**src/rtl/l2shift_pkg.sv**
```systemverilog
// Shared constants and types for jump-target formation.
package l2shift_pkg;

  localparam int unsigned IDX_W   = 26;
  localparam int unsigned JSH     = 2;
  localparam int unsigned PC_HI_W = 4;

  typedef logic [IDX_W-1:0]                 jidx_t;
  typedef logic [IDX_W+JSH-1:0]             joff_t;
  typedef logic [PC_HI_W+IDX_W+JSH-1:0]     jaddr_t;

endpackage

```
**src/rtl/l2shift_comb.sv**
```systemverilog
// Stateless shift-and-pad: the instruction index becomes a word-aligned byte offset.
module l2shift_comb
  import l2shift_pkg::*;
#(
  parameter int unsigned IN_W = IDX_W,
  parameter int unsigned SH   = JSH
) (
  input  logic [IN_W-1:0]    in_i,
  output logic [IN_W+SH-1:0] out_o
);

  assign out_o = {in_i, {SH{1'b0}}};

endmodule

```
**src/rtl/l2shift.sv**
```systemverilog
// Jump-target unit: combinational shifted offset plus a registered {pc_hi, offset} target.
// Build option L2SHIFT_HOLD_EN: when defined, jt_q holds its last capture while idle.
module l2shift
  import l2shift_pkg::*;
#(
  parameter int unsigned IN_W    = l2shift_pkg::IDX_W,
  parameter int unsigned SH      = l2shift_pkg::JSH,
  parameter int unsigned PC_HI_W = l2shift_pkg::PC_HI_W
) (
  input  logic                       clk,
  input  logic                       rst_n,
  input  logic [IN_W-1:0]            in,
  output logic [IN_W+SH-1:0]         out,
  input  logic [PC_HI_W-1:0]         pc_hi,
  input  logic                       in_valid,
  output logic [PC_HI_W+IN_W+SH-1:0] jt_q,
  output logic                       jt_valid
);

  localparam int unsigned OUT_W = IN_W + SH;
  localparam int unsigned JT_W  = PC_HI_W + OUT_W;

  logic [OUT_W-1:0] off;
  logic [JT_W-1:0]  jt_d;
  logic             jt_valid_d;

  l2shift_comb #(
    .IN_W (IN_W),
    .SH   (SH)
  ) u_comb (
    .in_i  (in),
    .out_o (off)
  );

  assign out = off;

  // Idle behaviour of the target register depends on the hold option.
  always_comb begin
    jt_valid_d = in_valid;
`ifdef L2SHIFT_HOLD_EN
    jt_d       = jt_q;
`else
    jt_d       = '0;
`endif
    if (in_valid) begin
      jt_d = {pc_hi, off};
    end
  end

  always_ff @(posedge clk) begin
    if (!rst_n) begin
      jt_q     <= '0;
      jt_valid <= 1'b0;
    end else begin
      jt_q     <= jt_d;
      jt_valid <= jt_valid_d;
    end
  end

endmodule

```
**config.mk**
```make
export PLATFORM = sky130hd
export DESIGN_NAME = l2shift
export DESIGN_NICKNAME = d
export VERILOG_FILES = /design/src/rtl/l2shift_pkg.sv /design/src/rtl/l2shift_comb.sv /design/src/rtl/l2shift.sv
export SDC_FILE = /design/constraint.sdc
export NUM_CORES = 1
export LEC_CHECK = 0
export ABC_CLOCK_PERIOD_IN_PS = 800
export CORE_AREA = 8 8 90 52
export CTS_BUF_LIST = sky130_fd_sc_hd__clkbuf_16
export DETAILED_ROUTE_END_ITERATION = 10
export DIE_AREA = 0 0 98 60
export PLACE_DENSITY_LB_ADDON = 0.2
export SLEW_MARGIN = 40
export SYNTH_ARGS = -nofsm -noshare
export SYNTH_HDL_FRONTEND = slang
export SYNTH_SLANG_ARGS = --single-unit
```
**constraint.sdc**
```tcl
create_clock -name clk -period 0.8 [get_ports clk]
set_input_delay 0.08 -clock clk [delete_from_list [all_inputs] [get_ports clk]]
set_output_delay 0.08 -clock clk [all_outputs]
set_load 0.05 [all_outputs]
```
# After elaboration in Yosys (flattened, before gate mapping)

Cells that the tools add are included.

Flip-flop bits (word level): 33
Output and inout port bits: 61
Word-level logic and storage cells: 4

Reduce and logical (&&, ||, !) cells: 1

Operators by type and width:

| kind                | count |
|---|---|
| AND reduction 2 bit | 1 |

# Logic depth before layout (Yosys ltp)

Word-level depth: 1
Gate-level depth with buffers: 2
Gate-level depth less buffers: 1

# Modules after synthesis

Synthesis repeated with hierarchy kept, for this count alone.

Cells, all modules: 101
Area total of the unflattened synthesis: 1139.8 um^2

By module, submodules not included:

| module       | instances | cells an instance | area each (um^2) |
|---|---|---|---|
| l2shift      | 1         | 72                | 925.9 |
| l2shift_comb | 1         | 29                | 214.0 |

# Worst setup path after synthesis

No wires, ideal clock.

Kind: register -> output
From: reg jt_q[10]
To: out jt_q[10]
Arrival: 0.587 ns
Setup slack: 0.133 ns
Cell stages (with the launch flop): 1
Cells stage by stage: dfxtp_1

RTL lines:

| element                | line          | source |
|---|---|---|
| from (decl)            | l2shift.sv:16 | `output logic [PC_HI_W+IN_W+SH-1:0] jt_q,` |
| from (signal assigned) | l2shift.sv:55 | `jt_q <= jt_d;` |

No word-level cell between the ends.

# Worst setup path after layout

From: reg jt_q[23]
To: out jt_q[23]

No word-level cell between the ends.

==> flow_summary.yaml <==
clocking:
  postCtsResizedCells: 57
  clk_pin_slew_ps: 50
  clockBufferDepth: 2
  cts_tree: "yes"
  postCtsHoldBufs: 0
  htreeDepth: 2
  cts_root_buf: "clkbuf_16"
  clock_sinks: 31
  cts_buffers: 5
  cts_setup_buffers: 0
route:
  ant_nets: 0
  route.detailed.drc: 0
  wl_met3_um: 299
  post_drt_wl_per_cell_um: 16.1
  routed_wl_um: 3380
  met2WireLength_um: 1780
  viasPerCell: 3.96
  drt_iter0_markers: 27
  routed.top_layer: "met4"
  wl_met1_um: 1270
  via_count: 832
  firstDrtPassIters: 3
sta:
  drv_slew: 0
  whs_ps: 246
  finalHoldViolCount: 0
  rsz0062_at_grt: "true"
  layout_setup_ws_ps: -34.3
  min_period_ps: 834
  final-setup-viol-count: 31
  finalCritPeriodShare: 1.04
  fmax_mhz: 1200
min_path:
  min_path_type: "in2reg"
  whs_path_depth: 2
power:
  ir_worst_vdd_uv: 1280
  power.density_nw_per_um2: 1860
  p_leak_uw: 0.00121
finish:
  syn_to_final_growth_pct: 136
  nFillCells: 245
  insertedDiodeCount: 0
  fin_cells: 210
  final_util: 0.714
  nets: 197
  layout-drive-gt1-share: 0.582
worst_setup_path:
  slowest_stage: "dfxtp_2"
  path_buf_inv: 1
  crit_chain: "buf_12"
  slowest_delay_ps: 350
  crit_cells: 1
  startpoint_type: "flip-flop"
  cp.arrival_ps: 750
  criticalPathCategory: "reg2out"
  path_delay_family: "flip-flops"
  cp.required_ps: 720
  endpoint_kind: "primary output"
  critPathMaxFanout: 1
place:
  gp_congestion: 0.662
  io_buffers: 89
  dp.cells: 202
synth:
  yosysTopAreaCellShare: 0.578
  netlist_top_cells_area: "dfxtp_1 58%, buf_4 21%, and3_1 17%"
  synthCells: 99
  synth.avg_cell_area_um2: 10.8
  ys_seq_area_frac: 0.578
  ys_ff_latch: 31
  synth_warnings: 0
  synth_cell_types: 7
  yosys.area.top_type: "dfxtp_1"
  netlist_area_um2: 1070
die:
  die_h_um: 60
  core_area_um2: 3540
  die_w_um: 98
  initial_utilization: 0.303
  die-area_um2: 5880
  boundaryPins: 94
  row_count: 16
global_routing:
  grt_pass1_vias: 931
  overflow: 0
  antenna_found_initial: 0
  grt_pass1_wl_um: 5220
  grt_use_total: 0.118
  grt_max_degree: 32
outcome:
  status: "finished, violations left"
  violations: "negative setup slack"
run:
  maxCapViolations: 0
-- area by class of cell --
class / count / area [um^2] / area share
Clock inverter: 3 / 12.5 / 0.00494
Clock buffer: 5 / 125 / 0.0494
Timing Repair Buffer: 91 / 1470 / 0.580
Tap cell: 45 / 56.3 / 0.0222
Sequential cell: 31 / 659 / 0.261
Multi-Input combinational cell: 35 / 209 / 0.0826
-- registers in the layout (all words and copies together), names as in the netlist --
register / flops
jt_q: 30
jt_valid: 1
-- cell families (layout without fill, tap and decap cells) --
group | after synthesis | in the layout | share of synthesized area
flops | 31 | 31 | 0.578
buf+inv | 36 | 99 | 0.238
simple gates | 31 | 31 | 0.181
other cells | 1 | 4 | 0.00349
-- where the power goes --
group / total, uW / switching [uW] / internal (uW)
logic: 1320 / 690 / 626
clock network: 1710 / 593 / 1120
registers: 1680 / 51.3 / 1630
total: 4700 / 1330 / 3370
-- cells in the final DEF (no fill, tap or decap) --
cell,synthesis,routed
buf_12,0,59
and2_1,1,1
conb_1,1,4
inv_1,0,2
clkinv_2,0,1
clkdlybuf4s50_1,0,6
dlygate4sd2_1,0,26
and3_1,30,30
dfxtp_2,0,31
clkbuf_16,0,5
-- worst paths after layout --
path | from | slack (ps) | end
worst min-delay path | in[4] | 250 | jt_q[6]$_SDFF_PN0_
worst max-delay path | jt_q[23]$_SDFF_PN0_ | -30 | jt_q[23]
-- metal layers --
layer / vias to the layer above / GRT usage
met4: 0 / 0.0395
li1: 420 / -
met2: 45 / 0.215
met1: 363 / 0.114
met3: 4 / 0.0650
met5: - / 0
-- through the flow --
stage | area, um^2 | TNS [ps] | power (uW) | setup WS [ps]
final | 2530 | -468 | 4700 | -34.3
after global routing | 2530 | -1100 | 4870 | -50.3
after CTS | 2530 | -709 | 4740 | -44.4
after detailed placement | 2390 | -7320 | 3070 | -218
after global placement | 2390 | -6690 | 3050 | -193
after floorplan | 1080 | 0 | 2360 | 133
-- cells in the mapped netlist, drive strengths merged --
library cell,count
conb,1
clkbuf,1
and2,1
dfxtp,31
and3,30
buf,35
No activity file was read; power rests on OpenSTA's default activity.
